### src/rtl/systolic_pkg.sv
// Shared types and helpers for the systolic array and its feeder.
// Lane m of any packed lane bus starts at bit m*width.
package systolic_pkg;

  typedef enum logic [1:0] {
    IDLE,
    STREAM,
    FLUSH,
    DONE
  } feed_state_e;

  function automatic int lane_lo(
    input int m,
    input int w
  );
    return m * w;
  endfunction

endpackage

### src/rtl/skew_line.sv
// Zero-reset shift chain of DEPTH registers; shifts every clock.
// Used to delay one operand lane by its diagonal position.
module skew_line #(
  parameter int DATA_WIDTH = 16,
  parameter int DEPTH      = 1
) (
  input  logic                  clk,
  input  logic                  rst,
  input  logic [DATA_WIDTH-1:0] d,
  output logic [DATA_WIDTH-1:0] q
);

  logic [DEPTH-1:0][DATA_WIDTH-1:0] sr;

  if (DEPTH == 1) begin : g_one
    always_ff @(posedge clk or posedge rst) begin
      if (rst) sr <= '0;
      else     sr <= d;
    end
  end else begin : g_many
    always_ff @(posedge clk or posedge rst) begin
      if (rst) sr <= '0;
      else     sr <= {sr[DEPTH-2:0], d};
    end
  end

  assign q = sr[DEPTH-1];

endmodule

### src/rtl/systolic_feeder.sv
// Transmit side of the skewed-wavefront array interface: accepts
// unskewed A-column/B-row beats, skews lane m by m cycles, flushes.
module systolic_feeder
  import systolic_pkg::*;
#(
  parameter int DATA_WIDTH = 16,
  parameter int DIM        = 3,
  parameter int K_MAX      = 64,
  parameter int KW         = $clog2(K_MAX + 1)
) (
  input  logic                      clk,
  input  logic                      rst,
  input  logic                      start,
  input  logic [KW-1:0]             k_len,
  input  logic                      in_valid,
  output logic                      in_ready,
  input  logic [DATA_WIDTH*DIM-1:0] in_a,
  input  logic [DATA_WIDTH*DIM-1:0] in_b,
  output logic [DATA_WIDTH*DIM-1:0] feed_1,
  output logic [DATA_WIDTH*DIM-1:0] feed_2,
  output logic                      acc_clr,
  output logic                      busy,
  output logic                      done
);

  localparam int FLUSH_LEN = 2 * DIM - 1;
  localparam int FW = $clog2(FLUSH_LEN + 1);

  feed_state_e   state;
  logic [KW-1:0] k_lat;
  logic [KW-1:0] beat_cnt;
  logic [FW-1:0] fl_cnt;
  logic [KW-1:0] k_clip;
  logic          accept;
  logic          last_beat;

  // in_ready is only ever high in STREAM
  assign accept    = in_valid && in_ready;
  assign last_beat = KW'(beat_cnt + 1'b1) == k_lat;
  assign k_clip    = (k_len > KW'(K_MAX)) ? KW'(K_MAX) : k_len;

  always_ff @(posedge clk or posedge rst) begin
    if (rst) begin
      state    <= IDLE;
      k_lat    <= '0;
      beat_cnt <= '0;
      fl_cnt   <= '0;
      in_ready <= 1'b0;
      busy     <= 1'b0;
      done     <= 1'b0;
      acc_clr  <= 1'b0;
    end else begin
      acc_clr <= 1'b0;
      done    <= 1'b0;
      unique case (state)
        IDLE: begin
          if (start) begin
            acc_clr <= 1'b1;
            if (k_len == '0) begin
              done <= 1'b1;
            end else begin
              k_lat    <= k_clip;
              beat_cnt <= '0;
              in_ready <= 1'b1;
              busy     <= 1'b1;
              state    <= STREAM;
            end
          end
        end
        STREAM: begin
          if (accept) begin
            beat_cnt <= beat_cnt + 1'b1;
            if (last_beat) begin
              in_ready <= 1'b0;
              fl_cnt   <= '0;
              state    <= FLUSH;
            end
          end
        end
        FLUSH: begin
          if (fl_cnt == FW'(FLUSH_LEN - 1)) begin
            done  <= 1'b1;
            state <= DONE;
          end else begin
            fl_cnt <= fl_cnt + 1'b1;
          end
        end
        DONE: begin
          busy  <= 1'b0;
          state <= IDLE;
        end
        default: state <= IDLE;
      endcase
    end
  end

  // Non-accept cycles inject zeros so the wavefront stays aligned
  for (genvar m = 0; m < DIM; m++) begin : g_lane
    localparam int LO = lane_lo(m, DATA_WIDTH);

    skew_line #(
      .DATA_WIDTH(DATA_WIDTH),
      .DEPTH     (m + 1)
    ) u_b (
      .clk(clk),
      .rst(rst),
      .d  (accept ? in_b[LO +: DATA_WIDTH] : '0),
      .q  (feed_1[LO +: DATA_WIDTH])
    );

    skew_line #(
      .DATA_WIDTH(DATA_WIDTH),
      .DEPTH     (m + 1)
    ) u_a (
      .clk(clk),
      .rst(rst),
      .d  (accept ? in_a[LO +: DATA_WIDTH] : '0),
      .q  (feed_2[LO +: DATA_WIDTH])
    );
  end

endmodule

### config.mk
export PLATFORM = sky130hd
export DESIGN_NAME = systolic_feeder
export DESIGN_NICKNAME = d
export VERILOG_FILES = /design/src/rtl/systolic_pkg.sv /design/src/rtl/skew_line.sv /design/src/rtl/systolic_feeder.sv
export SDC_FILE = /design/constraint.sdc
export NUM_CORES = 1
export LEC_CHECK = 0
export CAP_MARGIN = 10
export CORE_AREA = 2 2 129 131
export CTS_CLUSTER_DIAMETER = 100
export CTS_CLUSTER_SIZE = 16
export DETAILED_ROUTE_END_ITERATION = 16
export DIE_AREA = 0 0 131 133
export GPL_ROUTABILITY_DRIVEN = 1
export PLACE_DENSITY_LB_ADDON = 0.1
export SYNTH_ARGS = -nofsm -noshare
export SYNTH_HDL_FRONTEND = slang
export SYNTH_SLANG_ARGS = --single-unit
### constraint.sdc
create_clock -name clk -period 15.9 [get_ports clk]
set_input_delay 3.18 -clock clk [delete_from_list [all_inputs] [get_ports clk]]
set_output_delay 3.18 -clock clk [all_outputs]
set_load 0.05 [all_outputs]
After elaboration in Yosys (flattened, before gate mapping)
Index checks and enable logic that the tools add are counted.
Word-level totals
  flip-flop bits (word level): 215
  input bits: 107
  word-level logic and storage cells: 80
Cells by class
  add/sub/neg operators: 2
  magnitude comparators: 1
  equality and inequality tests: 11
  muxes and demuxes: 33
  bitwise operators: 1
  reductions and logical operators: 12
Operators with widths (number)
  16-bit 2-to-1 mux: 6
  7-bit 2-to-1 mux: 4
  7-bit one-hot mux with 2 select lines: 1
  2-bit inequality test, second input constant: 6
  2-bit 2-to-1 mux: 5
  5-bit AND reduction: 2
  1-bit 2-to-1 mux: 9
  3-bit 2-to-1 mux: 3
  2-bit one-hot mux with 4 select lines: 1
  4-bit AND reduction: 2
  7-bit by 1-bit adder with 7-bit output, second input constant: 1
  7-bit == test: 1
  7-bit > comparator, second input constant: 1
  7-bit zero test: 1
  1-bit one-hot mux with 2 select lines: 3
  3-bit one-hot mux with 2 select lines: 1
  3-bit AND reduction: 2
  2-bit nonzero test: 3
  2-bit == test, second input constant: 2
  3-bit by 1-bit adder with 3-bit output, second input constant: 1
  3-bit == test, second input constant: 1
  2-bit by 1-bit == test with 1-bit output, second input constant: 1
  2-bit zero test: 1
  1-bit logical AND: 1
  1-bit inverter: 1

Longest topological paths before layout
  depth in word-level cells: 5
  depth in mapped cells: 8
  mapped depth without buffers: 8

By module
From an unflattened synthesis, not the netlist that was laid out.
Second synthesis, totals
  cells, all modules: 538
  area total of the unflattened synthesis: 7444.6 um^2
Modules (own cells, without submodules)
  skew_line (g_lane[2].u_a ...): times used 2, cells each 65, area an instance 1325.0 um^2, seq. area each 1201.2 um^2
  systolic_feeder: times used 1, cells each 276, area an instance 2137.0 um^2, seq. area each 575.6 um^2
  skew_line (g_lane[1].u_a ...): times used 2, cells each 49, area an instance 924.6 um^2, seq. area each 800.8 um^2
  skew_line (g_lane[0].u_a ...): times used 2, cells each 17, area an instance 404.1 um^2, seq. area each 400.4 um^2

Worst setup path after synthesis
OpenSTA, ideal clock, no wires.
  path kind: input to register
  start: input port in_valid
  end: register state[1]
  library setup time: 125 ps
  data arrival time: 4771 ps
  data required time: 15775 ps
  setup slack: 11004 ps
  cell stages on the path: 7
  path buffers: 1
  cells stage by stage: clkbuf_1 -> nand2_1 -> nor3_1 -> nand3_1 -> a311o_1 -> a21oi_1 -> mux2_2
Between the ends
  longest elaborated chain between the ends: 3
Ends and longest elaborated chain
  start, declared: RTL line systolic_feeder.sv:15  | input logic in_valid,
  1-bit logical AND: RTL line systolic_feeder.sv:38  | assign accept = in_valid && in_ready;
  2-bit inequality test (no source line)
  5-bit AND reduction (no source line)
  end signal, assigned: RTL line systolic_feeder.sv:44  | state <= IDLE;
  end signal, assigned: RTL line systolic_feeder.sv:66  | state <= STREAM;
  end signal, assigned: RTL line systolic_feeder.sv:76  | state <= FLUSH;
  end, declared: RTL line systolic_feeder.sv:29  | feed_state_e state;
Every way passes these cells.
A chain may end at the register's enable or synchronous reset.

Worst setup path after layout
Same ends and word-level chain as after synthesis.

==> results.txt <==
----------------------------------------------------
[Synth]
  Most area-consuming cells after synthesis ... dfrtp_1 73%, and3_1 8.2%, buf_4 6.7%, ha_1 1.2%, clkbuf_1 1.2%
  Gate count of the mapped netlist ... about 530
  Post-synth design cell area ... between 0.007 and 0.008 mm2
  Area share of xor/xnor cells in the synthesized design ... 0.01070
  Multiplexer share of the synthesized area ... 0.002886
  Post-synthesis compound-gate area fraction ... 0.03565
  Yosys Warn Count ... 0
  Number of enable flip-flop cells after synthesis ... 0
  Ys flop type ... dfrtp_1
  Largest family of logic cells by synthesized area ... simple AND/OR/NAND/NOR gates
  Mean instance size in the synthesized netlist ... ~14 um2
  Share of synthesized area occupied by flip-flops and latches ... 0.7301
  Post-synthesis sequential element count ... roughly 220
  Fraction of post-synthesis cell area in the top cell type by area ... 0.7301
  Distinct cells, synth ... 41
  Net count of the mapped netlist ... approximately 650
  Cell taking the most area after synthesis ... dfrtp_1
  Post-Synth Simple-Gate Area ... 0.1231
  Post-synthesis async set-or-reset flop share ... 1.000
  Synth Area in Adders ... 0.01188

[Place]
  Port buffer count ... just over 200
  Cell count after placement ... 870
  Routability congestion estimate ... just under 0.8
  Detailed Place HPWL ... around 9.7 mm
  Worst setup slack after placement ... between 10 and 15 ns

[Die]
  Die height ... roughly 130 um
  Number of top-level design ports ... roughly 210
  Number of placement rows ... between 40 and 50
  Area inside the core boundary ... about 0.016 mm2
  X dimension of the die ... approximately 130 um
  Starting utilization of the core area ... 0.4557
  Die Area ... 0.01742 mm2

[Final layout]
  # nets final ... roughly 800
  Area delta synth->final ... 30.08%
  Commonest cells after routing, fill and taps aside ... 214 x dfrtp_1, 205 x clkdlybuf4s50_1, 97 x and3_1
  Most frequent standard cell in the layout excluding fill and tap cells ... dfrtp_1
  Antenna diode instance count ... 0
  Ratio of cells with drive above 1 in the final layout ... 0.04484
  Post-route non-filler standard cell count ... a little under 900
  Filler Cell Count ... about 1300

[CTS]
  Worst-case clock buffer depth ... 3
  Number of buffers created by CTS ... 17
  Post-CTS resize count ... 0
  Worst-path clk slew ... around 0.08 ns
  Number of levels in the clock H-tree ... 1
  TritonCTS clock tree ... built
  Setup Fix Bufs, Post-CTS ... 0
  Clk sinks ... roughly 220
  Clk_lat worst skew ... approximately 0.46 ns
  Root buffer cell ... clkbuf_16
  Number of hold buffers added after cts ... 0

[Detailed routing]
  Average via count per standard cell ... between 4 and 5
  Drt pass-1 iters ... 4
  Total number of vias ... 4234
  Total wirelength of the detailed-routed design ... roughly 15 mm
  Final antenna-violating net count ... 0
  Detail-routed net length per standard cell ... 16.42 um
  Post-detailed-route DRC marker count ... 0
  DRC marker count from the first detailed-route iteration ... 197

[Timing]
  Number of hold-slack violations in the final timing report ... 0
  Sum of negative setup slack ... 0 ns
  Max frequency ... 0.1881 GHz
  Worst-Margin Slew ... about 1.0 ns
  Max-slew headroom at the worst pin ... 0.3054
  Part of the cycle the worst path needs ... 0.3344
  Endpoints failing setup ... 0
  Max Slew Vio Count ... 0
  Tmin final ... between 5 and 6 ns
  Final setup skew ... 0.01620 ns
  Post-layout worst setup margin ... approximately 11 ns
  Unrepaired setup endpoints after global routing ... false

[Critical path]
  Critical path's top delay family ... simple AND/OR/NAND/NOR gates
  Data arrival time of the critical path ... about 5.7 ns
  Critical path class ... in2reg
  Register-to-register setup slack ... about 13 ns
  Reg-to-reg startpoint ... in_ready
  Reg-to-Reg End ... state[1]
  Sequence of cells on the critical path ... buf_2, buf_4, nand2_1, nor3_1, nand3_1, a311o_1, a21oi_1, mux2_2
  Critical-path maximum fanout ... 98
  CP bufs+invs ... 2
  Length in cells of the worst reg-to-reg path ... 7
  Required @ worst endpoint ... between 15 and 20 ns
  Worst setup EP type ... flip-flop
  Largest incremental delay on the critical path ... approximately 0.6 ns
  Max stage delay cell, worst path ... buf_4
  Startpoint class of the critical path ... primary input

[Run]
  Maximum Capacitance Violations ... 0

[Global routing]
  Overall track demand over capacity in global routing ... 0.1666
  Via count of the first global-routing pass ... around 4300
  Sum of overflow across all layers after global routing ... 0
  Pin count of the biggest net entering global routing ... approximately 130
  Number of antenna violations at the first check in global routing ... 0
  Global-route wire length before repair ... about 23 mm

[Power]
  Total leakage power ... about 4.6 nW
  Worst-case vdd ir drop ... roughly 190 uV
  PwrDens ... between 150 and 200 mW/mm2

[Min path]
  Worst hold path stage count ... 0
  Min-Delay Endpoint ... g_lane[2].u_a.sr[18]
  Hold Path Origin ... g_lane[2].u_a.sr[2]
  Type of the worst min-delay path ... reg2reg

[Run status]
  Outcome ... completed

----------------------------------------------------
## how the worst max path moves through the flow
stage,startpoint,to,slack (ns),depth (start not counted)
after floorplan,rst,acc_clr,6.84,1
after detailed placement,in_valid,state[1],10.10,8
final,in_valid,state[1],10.58,8
after global placement,in_valid,state[1],10.23,8
after CTS,in_valid,state[1],10.60,8
after global routing,in_valid,state[1],10.40,8
## metal layers
metal / wire length [um] / GRT usage
met3: 809 / 0.02871
met4: 374 / 0.04905
met1: 6111 / 0.2265
met2: 7298 / 0.2761
met5: 0 / 0
## cell usage after synthesis (all sizes together), types with 2 or more instances
master and number:
a21oi 7, or4 3, nand3b 6, nand2 23, o31a 2, ha 7, or2 2, nand3 6
a22o 2, o21a 3, and2 3, o21ai 13, nor2 8, xor2 4, and3 97, nand2b 2
a31oi 3, inv 12, o211ai 2, xnor2 5, dfrtp 215, clkbuf 23, nand4 2, buf 67
nor3 3
## flip-flops by register name, summed over array words and instances (netlist names), 2 cells and up
signal / count
g_lane.u_b.sr: 48
g_lane.u_a.sr: 48
g_lane.u_b.q: 48
beat_cnt: 7
state: 2
k_lat: 7
fl_cnt: 3
g_lane.u_a.q: 48
## per-stage QoR
step | cell area [um2] | hold slack, ns | utilization | power (W)
2_1_floorplan | 7370 | 0.3312 | - | 0.001054
6_report | 9587 | 0.3468 | 0.5928 | 0.001529
5_1_grt | 9587 | 0.3500 | 0.5928 | 0.001610
4_1_cts | 9587 | 0.3492 | 0.5928 | 0.001549
3_5_place_dp | 9146 | 0.3347 | 0.5656 | 0.001183
3_3_place_gp | 9146 | 0.3313 | 0.5656 | 0.001169
## kinds of logic after synthesis
| family | count (synthesis) |
|---|---|
| mux | 2 |
| simple gates | 156 |
| fa+ha+maj | 7 |
| compound gates | 40 |
| flops | 215 |
| buf+inv | 102 |
| xor+xnor | 9 |
## power by group
part	leakage, nW	internal, W	switching (W)
clock	0.217	0.000192	0.000170
sequential	2.79	0.000650	0.0000421
combinational	1.62	0.000168	0.000306
total	4.62	0.00101	0.000518
## cell type report
cell class / count / area, um2 / share of cell area
clock buffers: 18 / 429.2 / 0.04477
clock inverters: 1 / 11.26 / 0.001175
inverters: 12 / 52.55 / 0.005482
multi-input cells: 214 / 1358 / 0.1416
flip-flops and latches: 215 / 5381 / 0.5613
well taps: 220 / 275.3 / 0.02871
repair buffers: 209 / 2079 / 0.2169
## worst register-to-register path, delay by kind of cell, from the launching register on
family                 cells  cell delay [ns]
multiplexers               1             0.36
buffers and inverters      1             0.60
AO/OA/AOI/OAI              2             0.69
flip-flops                 1             0.37
AND/OR/NAND/NOR            3             0.75
Power figures use the tool's default switching activity.
